## config.mk

```make
export PLATFORM = sky130hd
export DESIGN_NAME = edge_event_arbiter_flat
export DESIGN_NICKNAME = d
export VERILOG_FILES = /design/src/rtl/edge_arb_pkg.sv /design/src/rtl/edge_event_arbiter_if.sv /design/src/rtl/edge_chan.sv /design/src/rtl/edge_event_arbiter.sv /design/src/flat_wrapper.sv
export SDC_FILE = /design/constraint.sdc
export NUM_CORES = 1
export LEC_CHECK = 0
export ABC_CLOCK_PERIOD_IN_PS = 5300
export CORE_ASPECT_RATIO = 0.75
export CORE_MARGIN = 3
export CORE_UTILIZATION = 54
export CTS_CLUSTER_DIAMETER = 50
export DETAILED_ROUTE_END_ITERATION = 16
export PLACE_DENSITY_LB_ADDON = 0.05
export RECOVER_POWER = 50
export SLEW_MARGIN = 10
export SYNTH_ARGS = -nofsm -noshare
export SYNTH_HDL_FRONTEND = slang
export SYNTH_SLANG_ARGS = --single-unit
export TNS_END_PERCENT = 1
```

## constraint.sdc

```tcl
create_clock -name clock -period 5.3 [get_ports clock]
set_input_delay 1.06 -clock clock [delete_from_list [all_inputs] [get_ports clock]]
set_output_delay 1.06 -clock clock [all_outputs]
set_load 0.02 [all_outputs]
```

## src/rtl/edge_arb_pkg.sv

```systemverilog
// Shared types and constants for the edge event arbiter: FSM encoding,
// edge-kind values and the arm-counter width helper.
package edge_arb_pkg;

   typedef enum logic [0:0] {
      ST_IDLE  = 1'b0,
      ST_OFFER = 1'b1
   } fsm_state_t;

   localparam logic EVT_FALL = 1'b0;
   localparam logic EVT_RISE = 1'b1;

   // The arm counter must hold values 0..stages+1.
   function automatic int arm_width(input int stages);
      return $clog2(stages + 2);
   endfunction

endpackage

```

## src/rtl/edge_event_arbiter_if.sv

```systemverilog
// Event output stream of the edge event arbiter (channel id plus edge kind).
// Handshake: an event transfers on a rising clock edge where evt_valid and
// evt_ready are both high; while evt_valid is high and evt_ready is low the
// producer holds evt_ch/evt_rise stable and never withdraws evt_valid.
interface edge_event_arbiter_if #(
   parameter int CH_W = 2
);
   logic            evt_valid;
   logic            evt_ready;
   logic [CH_W-1:0] evt_ch;
   logic            evt_rise;

   modport master (
      output evt_valid,
      output evt_ch,
      output evt_rise,
      input  evt_ready
   );

   modport slave (
      input  evt_valid,
      input  evt_ch,
      input  evt_rise,
      output evt_ready
   );
endinterface

```

## src/rtl/edge_chan.sv

```systemverilog
// One input channel: synchronizer chain, previous-sample flop and the
// enabled rising/falling edge strobes derived from them.
module edge_chan #(
   parameter int SYNC_STAGES = 2
) (
   input  logic clock,
   input  logic rst,
   input  logic din,
   input  logic rise_en,
   input  logic fall_en,
   output logic rise,
   output logic fall
);

   logic [SYNC_STAGES-1:0] sync_q;
   logic                   prev_q;
   logic                   sync_lvl;

   assign sync_lvl = sync_q[SYNC_STAGES-1];

   always_ff @(posedge clock or posedge rst) begin
      if (rst) begin
         sync_q <= '0;
         prev_q <= 1'b0;
      end else begin
         sync_q <= {sync_q[SYNC_STAGES-2:0], din};
         prev_q <= sync_lvl;
      end
   end

   assign rise = sync_lvl & ~prev_q & rise_en;
   assign fall = ~sync_lvl & prev_q & fall_en;

endmodule

```

## src/rtl/edge_event_arbiter.sv

```systemverilog
// Multi-channel edge event controller: per-channel edge detection, one
// pending slot per channel, round-robin serialization onto one event stream.
module edge_event_arbiter
   import edge_arb_pkg::*;
#(
   parameter  int N_CH        = 4,
   parameter  int SYNC_STAGES = 2,
   localparam int CH_W        = $clog2(N_CH)
) (
   input  logic                clock,
   input  logic                rst,
   input  logic [N_CH-1:0]     din,
   input  logic [N_CH-1:0]     rise_en,
   input  logic [N_CH-1:0]     fall_en,
   input  logic                clr_ovf,
   output logic [N_CH-1:0]     overflow,
   output fsm_state_t          fsm_state,
   edge_event_arbiter_if.master evt
);

   localparam int              ARM_W   = arm_width(SYNC_STAGES);
   localparam logic [ARM_W-1:0] ARM_MAX = ARM_W'(SYNC_STAGES + 1);

   logic [N_CH-1:0]  ch_rise;
   logic [N_CH-1:0]  ch_fall;
   logic [N_CH-1:0]  edge_hit;
   logic [N_CH-1:0]  pend_q;
   logic [N_CH-1:0]  kind_q;
   logic [N_CH-1:0]  ovf_set;
   logic [N_CH-1:0]  edge_acc;
   logic [N_CH-1:0]  grant_oh;
   logic [ARM_W-1:0] arm_q;
   logic             armed;
   logic             any_pend;
   logic             take;
   logic [CH_W-1:0]  grant_idx;

   fsm_state_t       state_q;
   logic             valid_q;
   logic             rise_q;
   logic [CH_W-1:0]  ch_q;
   logic [CH_W-1:0]  ptr_q;

   for (genvar g = 0; g < N_CH; g++) begin : g_chan
      edge_chan #(
         .SYNC_STAGES(SYNC_STAGES)
      ) u_chan (
         .clock   (clock),
         .rst     (rst),
         .din     (din[g]),
         .rise_en (rise_en[g]),
         .fall_en (fall_en[g]),
         .rise    (ch_rise[g]),
         .fall    (ch_fall[g])
      );
   end

   // Detection stays masked until the sync chains have filled with
   // post-reset samples, so levels present at release are not edges.
   always_ff @(posedge clock or posedge rst) begin
      if (rst) begin
         arm_q <= '0;
      end else if (arm_q != ARM_MAX) begin
         arm_q <= arm_q + ARM_W'(1);
      end
   end

   assign armed    = (arm_q == ARM_MAX);
   assign edge_hit = (ch_rise | ch_fall) & {N_CH{armed}};

   // Round-robin search starting just after the last granted channel.
   always_comb begin
      int j;
      j         = 0;
      grant_idx = '0;
      any_pend  = 1'b0;
      for (int k = 1; k <= N_CH; k++) begin
         j = int'(ptr_q) + k;
         if (j >= N_CH) begin
            j = j - N_CH;
         end
         if (!any_pend && pend_q[j]) begin
            any_pend  = 1'b1;
            grant_idx = CH_W'(j);
         end
      end
   end

   assign take     = any_pend & (~valid_q | evt.evt_ready);
   assign grant_oh = take ? (N_CH'(1) << grant_idx) : '0;

   // A slot that is occupied and not being vacated this cycle drops the edge.
   assign ovf_set  = edge_hit & pend_q & ~grant_oh;
   assign edge_acc = edge_hit & ~ovf_set;

   always_ff @(posedge clock or posedge rst) begin
      if (rst) begin
         pend_q   <= '0;
         kind_q   <= '0;
         overflow <= '0;
      end else begin
         pend_q   <= (pend_q & ~grant_oh) | edge_acc;
         kind_q   <= (kind_q & ~edge_acc) | (ch_rise & edge_acc);
         overflow <= (overflow & ~{N_CH{clr_ovf}}) | ovf_set;
      end
   end

   always_ff @(posedge clock or posedge rst) begin
      if (rst) begin
         state_q <= ST_IDLE;
         valid_q <= 1'b0;
         ch_q    <= '0;
         rise_q  <= EVT_FALL;
         ptr_q   <= CH_W'(N_CH - 1);
      end else begin
         case (state_q)
            ST_IDLE: begin
               if (take) begin
                  state_q <= ST_OFFER;
                  valid_q <= 1'b1;
                  ch_q    <= grant_idx;
                  rise_q  <= kind_q[grant_idx];
                  ptr_q   <= grant_idx;
               end
            end
            ST_OFFER: begin
               if (evt.evt_ready) begin
                  if (take) begin
                     ch_q   <= grant_idx;
                     rise_q <= kind_q[grant_idx];
                     ptr_q  <= grant_idx;
                  end else begin
                     state_q <= ST_IDLE;
                     valid_q <= 1'b0;
                  end
               end
            end
            default: begin
               state_q <= ST_IDLE;
               valid_q <= 1'b0;
            end
         endcase
      end
   end

   assign evt.evt_valid = valid_q;
   assign evt.evt_ch    = ch_q;
   assign evt.evt_rise  = rise_q;
   assign fsm_state     = state_q;

   a_offer_hold: assert property (
      @(posedge clock) disable iff (rst)
      (valid_q && !evt.evt_ready) |=> (valid_q && $stable(ch_q) && $stable(rise_q))
   );

endmodule

```

## src/flat_wrapper.sv

```systemverilog
// flat-port wrapper written by rule: the top's interface ports become plain ports
module edge_event_arbiter_flat import edge_arb_pkg::*;
#(
   parameter  int N_CH        = 4,
   parameter  int SYNC_STAGES = 2,
   localparam int CH_W        = $clog2(N_CH)
)
  (clock, rst, din, rise_en, fall_en, clr_ovf, overflow, fsm_state, evt_evt_valid, evt_evt_ch, evt_evt_rise, evt_evt_ready);
  edge_event_arbiter_if evt_i ();
  input  logic clock;
  input  logic rst;
  input  logic [N_CH-1:0] din;
  input  logic [N_CH-1:0] rise_en;
  input  logic [N_CH-1:0] fall_en;
  input  logic clr_ovf;
  output logic [N_CH-1:0] overflow;
  output fsm_state_t fsm_state;
  output wire logic [$bits(evt_i.evt_valid)-1:0] evt_evt_valid;
  output wire logic [$bits(evt_i.evt_ch)-1:0] evt_evt_ch;
  output wire logic [$bits(evt_i.evt_rise)-1:0] evt_evt_rise;
  input wire logic [$bits(evt_i.evt_ready)-1:0] evt_evt_ready;
  assign evt_evt_valid = evt_i.evt_valid;
  assign evt_evt_ch = evt_i.evt_ch;
  assign evt_evt_rise = evt_i.evt_rise;
  assign evt_i.evt_ready = evt_evt_ready;
  edge_event_arbiter #(.N_CH(N_CH), .SYNC_STAGES(SYNC_STAGES)) u_core (.clock(clock), .rst(rst), .din(din), .rise_en(rise_en), .fall_en(fall_en), .clr_ovf(clr_ovf), .overflow(overflow), .fsm_state(fsm_state), .evt(evt_i));
endmodule
```

==> results of run 1 <==
==> metal layers <==
metal,track usage,share of wire,up-vias
li1,-,-,483
met1,0.238,0.45,481
met2,0.307,0.45,37
met3,0.0661,0.070,8
met4,0.116,0.023,0
met5,0,0,-
==> logic make-up after synthesis <==
group	count (synthesis)
AND/OR/NAND/NOR	41
AO/OA/AOI/OAI	26
multiplexers	9
flip-flops	33
buffers and inverters	6
adder cells (fa/ha/maj)	1
XOR/XNOR	1
==> synthesized netlist by cell type, drive strengths merged (2+ instances only) <==
| master | count | area [sq um] |
|---|---|---|
| nor2 | 7 | 26.3 |
| and3b | 8 | 70.1 |
| o22ai | 6 | 43.8 |
| dfstp | 2 | 52.6 |
| o21ai | 8 | 40.0 |
| or2b | 3 | 22.5 |
| mux2 | 8 | 90.1 |
| nor3 | 4 | 25.0 |
| a21o | 3 | 22.5 |
| inv | 6 | 22.5 |
| nand4 | 2 | 12.5 |
| a21oi | 4 | 20.0 |
| or3 | 3 | 18.8 |
| dfrtp | 31 | 776 |
| nand2 | 10 | 37.5 |
==> layout by cell type (no fill, tap or decap), types with 2 or more instances in the layout <==
cell and n:
dfrtp_1 31, clkdlybuf4s50_1 19, nand2_1 10, and3b_1 8, o21ai_0 8, nor2_1 7
mux2_2 7, inv_1 6, o22ai_1 5, clkbuf_4 5, dlygate4sd3_1 5, a21oi_1 4
a21o_1 3, nor3_1 3, or2b_1 3, or3_1 3, nand4_1 2, clkbuf_1 2
dfstp_2 2
==> metrics by stage <==
step	instances	util
finish	184	0.740
global route	184	0.740
CTS	184	0.742
detailed placement	176	0.706
global placement	176	0.706
floorplan	117	-
==> layout make-up <==
class | instances | area (sq um)
Timing Repair Buffer | 25 | 244
Clock buffer | 7 | 55.1
Fill cell | 182 | 614
Clock inverter | 1 | 30.0
Sequential cell | 33 | 828
Multi-Input combinational cell | 78 | 528
Inverter | 6 | 22.5
Tap cell | 34 | 42.5
==> worst max-delay path: cells and delay by family <==
kind                   cells  cell delay (ns)
buffers and inverters      3             1.80
==> power by group <==
part	internal [mW]	switching, mW	leakage, nW	total (mW)
sequential	0.317	0.0534	0.383	0.370
clock	0.113	0.0816	0.0455	0.194
combinational	0.143	0.168	0.343	0.310
total	0.572	0.303	0.772	0.875
==> worst max-delay path by stage <==
| stage | startpoint | endpoint | cells past startpoint | slack, ns |
|---|---|---|---|---|
| 5_1_grt | rst | u_core.evt.evt_valid | 3 | 2.19 |
| 3_3_place_gp | evt_evt_ready | register | 6 | 2.48 |
| 3_5_place_dp | rise_en[2] | register | 6 | 2.45 |
| 2_1_floorplan | rise_en[3] | register | 5 | 3.03 |
| 6_report | rst | u_core.evt.evt_valid | 3 | 2.57 |
| 4_1_cts | rise_en[2] | register | 6 | 2.78 |
==> summary.md, run 1 <==
| Metric | Value |
|---|---|
| Outcome | `finished with violations` |
| Failing checks | `max-capacitance violations, max-slew violations` |
| Synth unique cells | `30` |
| Largest family of logic cells by synthesized area | `simple AND/OR/NAND/NOR gates` |
| Area delta synth->final | `27.0%` |
| # H-tree levels | `2` |
| Final antenna-violating net count | `0` |
| Biggest cell delay along the critical path | `between 1 and 1.5 ns` |
| Post-Syn Area | `between 1000 and 1500 sq um` |
| Postcts setup bufs | `0` |
| Synth async-reset ratio | `1.00` |
| VDD IR max | `roughly 0.35 mV` |
| RePlAce Congestion | `approximately 0.85` |
| Total wire length | `between 2 and 3 mm` |
| Post-synth EDFFs | `0` |
| Simple-Gate Fraction of Synth Area | `0.173` |
| PortBufs | `24` |
| CTS Root Cell | `clkbuf_4` |
| Mux cell area share after synthesis | `0.0726` |
| Crit-path cells | `dlygate4sd3_1, inv_1, clkbuf_1` |
| Critical-path maximum fanout | `33` |
| Clock Path Buffers | `2` |
| Fin Hold WS | `~0.36 ns` |
| Post-CTS resize count | `0` |
| Worst-Margin Slew | `1.70 ns` |
| Flop2flop setup slack | `approximately 3.2 ns` |
| #FFs+latches synth | `33` |
| RSZ-0062 raised after global routing | `no` |
| Initial antenna violation count | `0` |
| Syn Nets | `around 130` |
| TritonRoute pass-1 iters | `4` |
| R2r startpoint | `u_core.pend_q[1]` |
| Register area share after synthesis | `0.601` |
| Setup TNS | `0 ns` |
| Die area | `3200 sq um` |
| Post-CTS Hold Buffers | `0` |
| CP Class | `input port to async pin` |
| Placed instance area | `~1700 sq um` |
| Hold worst-path end | `u_core.g_chan[2].u_chan.sync_q[1]` |
| Vias per cell | `roughly 5.5` |
| # IOs | `25` |
| CTS Buf Count | `5` |
| Design area | `approximately 1800 sq um` |
| Final period util | `0.515` |
| Worst Path Arrival | `~2.9 ns` |
| Relative slew slack | `-0.130` |
| Maxcap violations | `1` |
| Initial Util | `0.583` |
| P_leak | `0.772 nW` |
| Clock skew | `around 0.0052 ns` |
| Die width | `64.4 microns` |
| Final min period | `2.73 ns` |
| Core Footprint | `between 2000 and 2500 sq um` |
| Worst R2R Path Depth | `5` |
| Placement row count | `15` |
| Mapped Cells | `around 120` |
| XOR/XNOR share of the synthesized area | `0.00635` |
| Fmax | `367 MHz` |
| Global-route wire length before repair | `~4.7 mm` |
| Clock Latency Late Sink | `about 0.34 ns` |
| Pin count of the biggest net entering global routing | `34` |
| Critical path's slowest cell | `clkbuf_1` |
| Compound-gate portion of the synthesized area | `0.122` |
| Die height | `about 50 microns` |
| Global-route total usage across every layer | `0.197` |
| Crit end category | `async pin` |
| # setup viols final | `0` |
| Vias in the first global route | `about 1000` |
| Wire length per cell | `approximately 15 microns` |
| Post-Synth Adder-Cell Area | `0.00907` |
| Main synth FF type | `dfrtp_1` |
| Crit path setup slack, layout | `2.57 ns` |
| Final Slew Violations | `34` |
| WP data required | `approximately 5.4 ns` |
| PwrDens | `between 400 and 500 nW/um^2` |
| Clock Sinks | `33` |
| Crit start category | `input port` |
| Post-Place Setup Slack | `2.45 ns` |
| Residual DRC count | `0` |
| Hold Path Stages | `0` |
| Nets | `around 170` |
| Pwr Total | `0.875 mW` |
| Layout cell share with drive strength beyond 1 | `0.120` |
| Antenna fix cells | `0` |
| Vias | `around 1000` |
| CTS tree | `done` |
| Clk slew on worst S/H paths | `0.09 ns` |
| HP Class | `register to register` |
| DR iter-0 viols | `34` |
| Fin. Hold Viols | `0` |
| Average cell area after synthesis | `~12 sq um` |
| Ys Warns | `0` |
| Dpl hpwl | `between 1.5 and 2 mm` |
| Hold_sp | `u_core.g_chan[2].u_chan.sync_q[0]` |
| Grt total ovfl | `0` |
(Power assumes the default switching activity.)
==> run 2, diff against run 1 <==
--- a/config.mk
+++ b/config.mk
@@ -5,10 +5,10 @@
 export SDC_FILE = /design/constraint.sdc
 export NUM_CORES = 1
 export LEC_CHECK = 0
-export ABC_CLOCK_PERIOD_IN_PS = 5300
+export ABC_CLOCK_PERIOD_IN_PS = 2600
 export CORE_ASPECT_RATIO = 0.75
 export CORE_MARGIN = 3
-export CORE_UTILIZATION = 54
+export CORE_UTILIZATION = 50
 export CTS_CLUSTER_DIAMETER = 50
 export DETAILED_ROUTE_END_ITERATION = 16
 export PLACE_DENSITY_LB_ADDON = 0.05
==> constraint.sdc (replaced) <==
create_clock -name clock -period 2.6 [get_ports clock]
set_input_delay 0.52 -clock clock [delete_from_list [all_inputs] [get_ports clock]]
set_output_delay 0.52 -clock clock [all_outputs]
set_load 0.02 [all_outputs]
==> run 2 against run 1 <==
- the run now ends clean
- worst hold slack got worse by 0.0067 ns
- clock power rose to 2.5 times the previous value
- largest power group unchanged
- first-iteration DRC count rose by 85%
- worst setup slack got worse by 2.1 ns
- highest routed layer unchanged
- final area rose by 2.4%
==> summary.md, run 2 (synthesized netlist as in run 1, its figures left out) <==
| Metric | Value |
|---|---|
| Outcome | `completed` |
| Worst Path Arrival | `2.26 ns (-0.61 ns)` |
| Dpl hpwl | `2.02 mm (+3.5%)` |
| Design area | `1790 sq um (+2.4%)` |
| Die area | `3430 sq um (+7.1%)` |
| CTS Buf Count | `5 (unchanged)` |
| Vias | `1034 (+2.5%)` |
| Relative slew slack | `0.532 (+0.662)` |
| HP Class | `register to register` |
| VDD IR max | `0.820 mV (+130%)` |
| Worst-Margin Slew | `0.695 ns (-1.00 ns)` |
| Inst Count DP | `177 (+0.57%)` |
| RePlAce Congestion | `0.767 (-9.2%)` |
| Final Slew Violations | `0 (-100%)` |
| P_leak | `0.793 nW (+2.7%)` |
| Biggest cell delay along the critical path | `0.44 ns (-0.78 ns)` |
| Post-CTS resize count | `0 (unchanged)` |
| Vias in the first global route | `1081 (+5.7%)` |
| R2r startpoint | `u_core.pend_q[1]` |
| CP Class | `register to register` |
| Most frequent cells in the layout | `dfrtp_1 (31), clkdlybuf4s50_1 (19), nand2_1 (10), and3b_1 (8), o21ai_0 (8)` |
| Final min period | `about 2.1 ns` |
| Wire length per cell | `14.7 microns (+0.94%)` |
| RSZ-0062 raised after global routing | `no` |
| Post-route insts no fill | `185 (+0.54%)` |
| Global-route wire length before repair | `4.82 mm (+3.6%)` |
| Die height | `51.5 microns (+3.5%)` |
| Crit end category | `register` |
| Crit-path cells | `or2_1, a311o_1, or3_1, o22ai_2, mux2_1` |
| Clk slew on worst S/H paths | `0.06 ns (-0.03 ns)` |
| Clock Sinks | `33 (unchanged)` |
| # IOs | `25 (unchanged)` |
| DR iter-0 viols | `63 (+85%)` |
| Clock Latency Late Sink | `0.28 ns (-0.06 ns)` |
| Total wire length | `2.72 mm (+1.5%)` |
| Critical-path maximum fanout | `8 (-76%)` |
| CTS tree | `done` |
| Pin count of the biggest net entering global routing | `34 (unchanged)` |
| Placement row count | `15 (unchanged)` |
| Layout cell share with drive strength beyond 1 | `0.132 (+0.0125)` |
| Initial Util | `0.561 (-0.0223)` |
| Clock Path Buffers | `2 (unchanged)` |
| Worst R2R Path Depth | `5 (unchanged)` |
| TritonRoute pass-1 iters | `4 (unchanged)` |
| Critical path's slowest cell | `dfrtp_1` |
| Fillers | `172 (-5.5%)` |
| Worst setup startpoint | `u_core.pend_q[1]` |
| Family with the most delay on the worst path | `simple AND/OR/NAND/NOR gates` |
| Antenna fix cells | `0 (unchanged)` |
| Setup TNS | `0 ns (unchanged)` |
| # setup viols final | `0 (unchanged)` |
| Final antenna-violating net count | `0 (unchanged)` |
| # H-tree levels | `2 (unchanged)` |
| Core Footprint | `2460 sq um (+4.0%)` |
| PwrDens | `1050 nW/um^2 (+110%)` |
| Vias per cell | `5.59 (+1.9%)` |
| Pwr Total | `1.88 mW (+110%)` |
| CP bufs+invs | `0 (-3)` |
| Crit path setup slack, layout | `0.501 ns (-2.07 ns)` |
| Global-route total usage across every layer | `0.201 (+0.00401)` |
| Postcts setup bufs | `0 (unchanged)` |
| PortBufs | `24 (unchanged)` |
| Maxcap violations | `0 (-1)` |
| Final period util | `0.807` |
| Placed instance area | `1680 sq um (+0.45%)` |
| Initial antenna violation count | `0 (unchanged)` |
| Flop2flop setup slack | `0.50 ns (-2.68 ns)` |
| Post-Place Setup Slack | `0.269 ns (-2.18 ns)` |
| Clock skew | `0.00336 ns (-0.00180 ns)` |
| Area delta synth->final | `30.0%` |
| Nets | `167 (+0.60%)` |
| Commonest non-fill, non-tap cell in the layout | `dfrtp_1` |
| CTS Root Cell | `clkbuf_8` |
| WP data required | `2.77 ns (-2.67 ns)` |
| Worst path depth | `5 (+2)` |
| Post-CTS Hold Buffers | `0 (unchanged)` |
| Die width | `66.6 microns (+3.6%)` |
| Grt total ovfl | `0 (unchanged)` |
| Crit start category | `register` |
| Fmax | `approximately 480 MHz` |
| Fin. Hold Viols | `0 (unchanged)` |
| Residual DRC count | `0 (unchanged)` |
## run 2: cell types whose count changed in the layout (fill, tap and decap cells not counted), sizes merged
| cell | delta |
|---|---|
| clkbuf | -1 |
| buf | +2 |
## run 2: power breakdown
| part | internal [mW] | switching, mW |
|---|---|---|
| clock network | 0.312 | 0.174 |
| registers | 0.648 | 0.110 |
| logic | 0.293 | 0.343 |
| total | 1.25 | 0.627 |
## run 2: metrics by stage
step	utilization	hold slack (ns)
final	0.729	0.352
after global routing	0.729	0.360
after CTS	0.729	0.353
after detailed placement	0.682	0.336
after global placement	0.682	0.334
after floorplan	-	0.331
## run 2: worst min-delay path by stage
stage | slack, ns | startpoint | endpoint | cells past startpoint
after floorplan | 0.33 | u_core.g_chan[0].u_chan.sync_q[0] | u_core.g_chan[0].u_chan.sync_q[1] | 0
after global placement | 0.33 | u_core.g_chan[0].u_chan.sync_q[0] | u_core.g_chan[0].u_chan.sync_q[1] | 0
after detailed placement | 0.34 | u_core.g_chan[3].u_chan.sync_q[0] | u_core.g_chan[3].u_chan.sync_q[1] | 0
after CTS | 0.35 | u_core.g_chan[1].u_chan.sync_q[0] | u_core.g_chan[1].u_chan.sync_q[1] | 0
after global routing | 0.36 | u_core.g_chan[1].u_chan.sync_q[0] | u_core.g_chan[1].u_chan.sync_q[1] | 0
final | 0.35 | u_core.g_chan[0].u_chan.sync_q[0] | u_core.g_chan[0].u_chan.sync_q[1] | 0
## run 2: metal layers
layer | up-vias | share of wire | track usage
li1 | 491 | - | -
met1 | 497 | 0.43 | 0.239
met2 | 44 | 0.48 | 0.306
met3 | 2 | 0.085 | 0.0923
met4 | 0 | 0.0099 | 0.0980
met5 | - | 0 | 0
## run 2: cell type report
type | count | area [sq um] | area share
clock buffers | 7 | 86.3 | 0.0482
clock inverters | 1 | 30.0 | 0.0167
inverters | 6 | 22.5 | 0.0126
multi-input cells | 78 | 528 | 0.294
flip-flops and latches | 33 | 828 | 0.462
well taps | 34 | 42.5 | 0.0237
repair buffers | 26 | 255 | 0.142
